[config.mk]
export PLATFORM = sky130hd
export DESIGN_NAME = sum_collector
export DESIGN_NICKNAME = d
export VERILOG_FILES = /design/src/rtl/sum_collector_pkg.sv /design/src/rtl/sync_fifo.sv /design/src/rtl/sum_collector.sv
export SDC_FILE = /design/constraint.sdc
export NUM_CORES = 1
export LEC_CHECK = 0
export ABC_AREA = 1
export ABC_CLOCK_PERIOD_IN_PS = 1910
export CORE_UTILIZATION = 30
export CTS_CLUSTER_DIAMETER = 200
export DETAILED_ROUTE_END_ITERATION = 8
export PLACE_DENSITY = 0.51
export SYNTH_ARGS = -nofsm -noshare
export SYNTH_HDL_FRONTEND = slang
export SYNTH_SLANG_ARGS = --single-unit
[constraint.sdc]
create_clock -name clk -period 1.91 [get_ports clk]
set_input_delay 0.4775 -clock clk [delete_from_list [all_inputs] [get_ports clk]]
set_output_delay 0.4775 -clock clk [all_outputs]
set_load 0.005 [all_outputs]
[src/rtl/sum_collector_pkg.sv]
// Shared widths and types for the sum collector: default operand/accumulator
// widths, the accumulator ceiling and the sum type.
package sum_collector_pkg;

    localparam int DEF_SUM_W = 5;
    localparam int DEF_ACC_W = 8;

    localparam logic [DEF_ACC_W-1:0] ACC_MAX = {DEF_ACC_W{1'b1}};

    typedef logic [DEF_SUM_W-1:0] sum_t;

endpackage

[src/rtl/sync_fifo.sv]
// Single-clock show-ahead FIFO: rdata presents the head whenever not empty
// and reads as zero when empty.
module sync_fifo #(
    parameter int DEPTH = 4,
    parameter int W     = 5
) (
    input  logic                     clk,
    input  logic                     rst,
    input  logic                     push,
    input  logic                     pop,
    input  logic [W-1:0]             wdata,
    output logic [W-1:0]             rdata,
    output logic [$clog2(DEPTH):0]   count,
    output logic                     full,
    output logic                     empty
);

    localparam int AW = $clog2(DEPTH);
    localparam int CW = AW + 1;

    logic [W-1:0]  mem_q [DEPTH];
    logic [AW-1:0] wr_ptr_q, wr_ptr_d;
    logic [AW-1:0] rd_ptr_q, rd_ptr_d;
    logic [CW-1:0] count_q, count_d;

    // Pointers are AW bits wide, so they wrap modulo DEPTH on their own.
    always_comb begin
        wr_ptr_d = wr_ptr_q;
        rd_ptr_d = rd_ptr_q;
        count_d  = count_q;
        if (push) wr_ptr_d = wr_ptr_q + AW'(1);
        if (pop)  rd_ptr_d = rd_ptr_q + AW'(1);
        case ({push, pop})
            2'b10:   count_d = count_q + CW'(1);
            2'b01:   count_d = count_q - CW'(1);
            default: count_d = count_q;
        endcase
    end

    always_ff @(posedge clk) begin
        if (rst) begin
            wr_ptr_q <= '0;
            rd_ptr_q <= '0;
            count_q  <= '0;
        end else begin
            wr_ptr_q <= wr_ptr_d;
            rd_ptr_q <= rd_ptr_d;
            count_q  <= count_d;
        end
    end

    always_ff @(posedge clk) begin
        if (push) mem_q[wr_ptr_q] <= wdata;
    end

    assign empty = (count_q == '0);
    assign full  = (count_q == CW'(DEPTH));
    assign count = count_q;
    assign rdata = empty ? '0 : mem_q[rd_ptr_q];

endmodule

[src/rtl/sum_collector.sv]
// Captures each new upstream sum on the rising edge of done, queues it, and
// keeps a saturating running total of every sum that made it into the queue.
module sum_collector
    import sum_collector_pkg::*;
#(
    parameter int DEPTH = 4,
    parameter int SUM_W = DEF_SUM_W,
    parameter int ACC_W = DEF_ACC_W
) (
    input  logic                   clk,
    input  logic                   rst,
    input  logic                   done,
    input  logic [SUM_W-1:0]       s,
    input  logic                   acc_clr,
    output logic                   out_valid,
    input  logic                   out_ready,
    output logic [SUM_W-1:0]       out_data,
    output logic [$clog2(DEPTH):0] count,
    output logic                   full,
    output logic                   overflow,
    output logic [ACC_W-1:0]       acc,
    output logic                   acc_sat
);

    localparam logic [ACC_W-1:0] ACC_LIM = {ACC_W{1'b1}};

    logic             done_q;
    logic             capture, push, pop, empty;
    logic             overflow_q, overflow_d;
    logic [ACC_W-1:0] acc_q, acc_d;
    logic             acc_sat_q, acc_sat_d;
    logic [ACC_W:0]   acc_sum;

    // Handshake: a word transfers on every posedge where out_valid and
    // out_ready are both high; out_data holds steady while valid waits on ready.
    assign capture = done & ~done_q;
    assign pop     = out_valid & out_ready;
    assign push    = capture & (~full | pop);

    assign acc_sum = {1'b0, acc_q} + {{(ACC_W + 1 - SUM_W){1'b0}}, s};

    always_comb begin
        overflow_d = overflow_q | (capture & full & ~pop);
        acc_d      = acc_q;
        acc_sat_d  = acc_sat_q;
        if (acc_clr) begin
            acc_d     = push ? {{(ACC_W - SUM_W){1'b0}}, s} : '0;
            acc_sat_d = 1'b0;
        end else if (push) begin
            if (acc_sum[ACC_W]) begin
                acc_d     = ACC_LIM;
                acc_sat_d = 1'b1;
            end else begin
                acc_d = acc_sum[ACC_W-1:0];
            end
        end
    end

    // done_q resets high so a done level already asserted is not a new result.
    always_ff @(posedge clk) begin
        if (rst) begin
            done_q     <= 1'b1;
            overflow_q <= 1'b0;
            acc_q      <= '0;
            acc_sat_q  <= 1'b0;
        end else begin
            done_q     <= done;
            overflow_q <= overflow_d;
            acc_q      <= acc_d;
            acc_sat_q  <= acc_sat_d;
        end
    end

    sync_fifo #(
        .DEPTH (DEPTH),
        .W     (SUM_W)
    ) u_fifo (
        .clk   (clk),
        .rst   (rst),
        .push  (push),
        .pop   (pop),
        .wdata (s),
        .rdata (out_data),
        .count (count),
        .full  (full),
        .empty (empty)
    );

    assign out_valid = ~empty;
    assign overflow  = overflow_q;
    assign acc       = acc_q;
    assign acc_sat   = acc_sat_q;

endmodule

==> results_dict.tcl <==
set metrics [dict create \
    status "complete, but fails checks" \
    violations "DRC" \
    path_class "reg -> out" \
    async_flop_share_pct 0 \
    synth_warnings 0 \
    drc 2 \
    worst_pin_slew_ns 0.327 \
    cts_tree "done" \
    relSlewSlack_pct 78.2 \
    pin_count 30 \
    finClkSkew_ns 0.00290 \
    min_from "u_fifo.rd_ptr_q[1]$_SDFFE_PP0P_" \
    p_leak_nw 1.19 \
    whs_path_depth 2 \
    ys_seq_area_share_pct 48.8 \
    cp_num_buf_inv 2 \
    synth_edf_count 20 \
    drive_gt1_share_pct 32.6 \
    die_area_mm2 0.00718 \
    insertedDiodeCount 0 \
    globalRouteOverflowTotal 0 \
    cp_slowest_cell "clkdlybuf4s50_1" \
    grt_pass1_vias 1611 \
    cts_buffers 5 \
    syn_to_final_growth_pct 41.4 \
    wl_um 4740 \
    nets 322 \
    fin_crit_sh_pct 95.9 \
    drt.antenna.violating_nets 0 \
    maxSlewViolCount 0 \
    rrSetupSlack_ns 0.11 \
    hold_path_class "reg -> reg" \
    dp_hpwl_um 3510 \
    max_stage_delay_ns 0.44 \
    vias_per_cell 4.52 \
    worstRegToRegCells 10 \
    place_inst 367 \
    vdd_drop_max_mv 0.271 \
    grt_pass1_wl_um 7760 \
    crit_path_end_kind "output port" \
    place_congestion 0.794 \
    via_count 1707 \
    drt-initial-drc-count 83 \
    grt_usage_pct 14.0 \
    row_count 29 \
    critPathTopFamily "buffers and inverters" \
    seq_power_share_pct 40.7 \
    fillers 626 \
    cp_num_cells 3 \
    synth_nets 253 \
    power_switching_mw 0.726 \
    netSwitchingFraction_pct 29.4 \
    io_buffers 29 \
    layout_common_cells "nor2_1 (43), buf_4 (32), nand2_1 (22)" \
    fmax_mhz 546 \
    post_drt_wl_per_cell_um 12.5 \
    syn-instance-count 231 \
    first_pass_iters 6 \
    ys_types 32 \
    worstSkewPairLatency_ns 0.29 \
    combPwrFrac_pct 31.8 \
    pwr-share-clk_pct 27.6 \
    antenna_found_initial 0 \
    cts_buffer_depth 2 \
    final_core_util_pct 44.7 \
    die_x_um 84.7 \
    crit_start "u_fifo.count[1]$_SDFFE_PP0P_" \
    dieHeight_um 84.7 \
    avgSynthCellArea_um2 8.89 \
    clk_pin_slew_worst_paths_ns 0.07 \
    grt_max_degree 16 \
    required_ns 1.43 \
    htree_levels 2 \
    power.density_mw_per_mm2 851 \
    p_int_mw 1.75 \
    cp.arrival_ns 1.35 \
    drv_cap 0 \
    path_cells "nor3_4, inv_1, clkdlybuf4s50_1" \
    reg2reg_from "u_fifo.count[2]$_SDFFE_PP0P_" \
    cts-root-buf "clkbuf_8" \
    layout_commonest_cell "nor2_1" \
    crit_fanout 2 \
    finalHoldViolations 0 \
    core_mm2 0.00649 \
    start_util_pct 31.6 \
    syn_area_mm2 0.00205 \
    fin_crit_ns 1.83 \
    stdcell_count 378 \
    cp-start-kind "flop" \
    finalSetupViolCount 0 \
    ys.flop_type "edfxtp_1" \
    ys_ff_latch 40 \
    cts.sinks 40 \
]
==> stage by stage <==
step	worst slack, ns	TNS, ns	area [um^2]	power (mW)	hold WS, ns
detailed placement	-0.591	-7.70	2670	1.71	0.476
global route	-0.0101	-0.0101	2900	2.63	0.519
floorplan	0.0153	0	2060	1.34	0.461
CTS	0.00375	0	2820	2.44	0.494
finish	0.0788	0	2900	2.47	0.493
global placement	-0.529	-7.07	2670	1.71	0.450
==> kinds of logic after synthesis <==
family	after synthesis	share of synthesized area (%)
and+or+nand+nor	97	21.9
AOI/OAI and AO/OA	51	14.8
DFF	40	48.8
adders and majority gates	12	8.04
xor gates and xnor gates	1	0.427
buffers and inverters	30	6.03
==> sequential cells by signal (all words and copies together), names as in the netlist, named ones only <==
signal,flops
acc,8
acc_sat,1
done_q,1
overflow,1
u_fifo.count,3
u_fifo.mem_q,20
u_fifo.rd_ptr_q,2
u_fifo.wr_ptr_q,2
==> power by group through the flow <==
stage | registers [mW] | logic [mW] | clock network (mW)
2_1_floorplan | 1.01 | 0.324 | 0
3_3_place_gp | 1.01 | 0.699 | 0
3_5_place_dp | 1.01 | 0.702 | 0
4_1_cts | 0.999 | 0.743 | 0.700
5_1_grt | 1.01 | 0.873 | 0.741
6_report | 1.01 | 0.786 | 0.681
==> cell type report <==
cell class	count	area [um^2]	share of cell area (%)
Multi-Input combinational cell	161	1020	35.2
Sequential cell	40	1010	34.7
Timing Repair Buffer	65	566	19.5
Inverter	27	104	3.58
Tap cell	77	96.3	3.32
Clock buffer	6	72.6	2.50
Clock inverter	2	35.0	1.21
==> Yosys cell counts, types with 2 or more instances <==
cell type / number / area (um^2)
nor2_1: 46 / 173
inv_1: 23 / 86.3
nand2_1: 23 / 86.3
dfxtp_1: 20 / 400
edfxtp_1: 20 / 601
a21oi_1: 16 / 80.1
o21ai_0: 16 / 80.1
nand3_1: 11 / 55.1
ha_1: 10 / 125
a21oi_2: 9 / 78.8
nand2_2: 8 / 50.1
o21ai_1: 4 / 20.0
a21o_1: 2 / 15.0
buf_4: 2 / 15.0
fa_1: 2 / 40.0
inv_2: 2 / 7.51
nand2_4: 2 / 22.5
==> layer usage <==
metal,up-vias,routed length [um],GRT usage [%]
met2,33,2070,21.1
met5,-,0,0
met4,0,74,4.93
met3,7,183,3.83
li1,904,-,-
met1,763,2410,19.4
==> what timing repair did <==
item / in CTS / in global routing
pin swaps: 4 / 11
setup buffers: 2 / 1
gates cloned: 0 / 0
resized for setup: 17 / 37
endpoints found under the setup margin: 17 / 15
hold buffers: 0 / 0
==> path summary, 6_finish.rpt <==
path                                          end
hold / removal    u_fifo.rd_ptr_q[1]$_SDFFE_PP0P_
hold reg to reg   u_fifo.rd_ptr_q[1]$_SDFFE_PP0P_
setup reg to reg     u_fifo.count[2]$_SDFFE_PP0P_
setup / recovery                        out_valid
==> worst reg2reg max path: cells and delay by family, from the launching register on <==
family / cells / cell delay (ns)
AOI/OAI and AO/OA: 4 / 0.41
adders and majority gates: 2 / 0.52
buffers and inverters: 2 / 0.17
DFF: 1 / 0.40
and+or+nand+nor: 2 / 0.20
No activity file was read; power rests on OpenSTA's default activity.
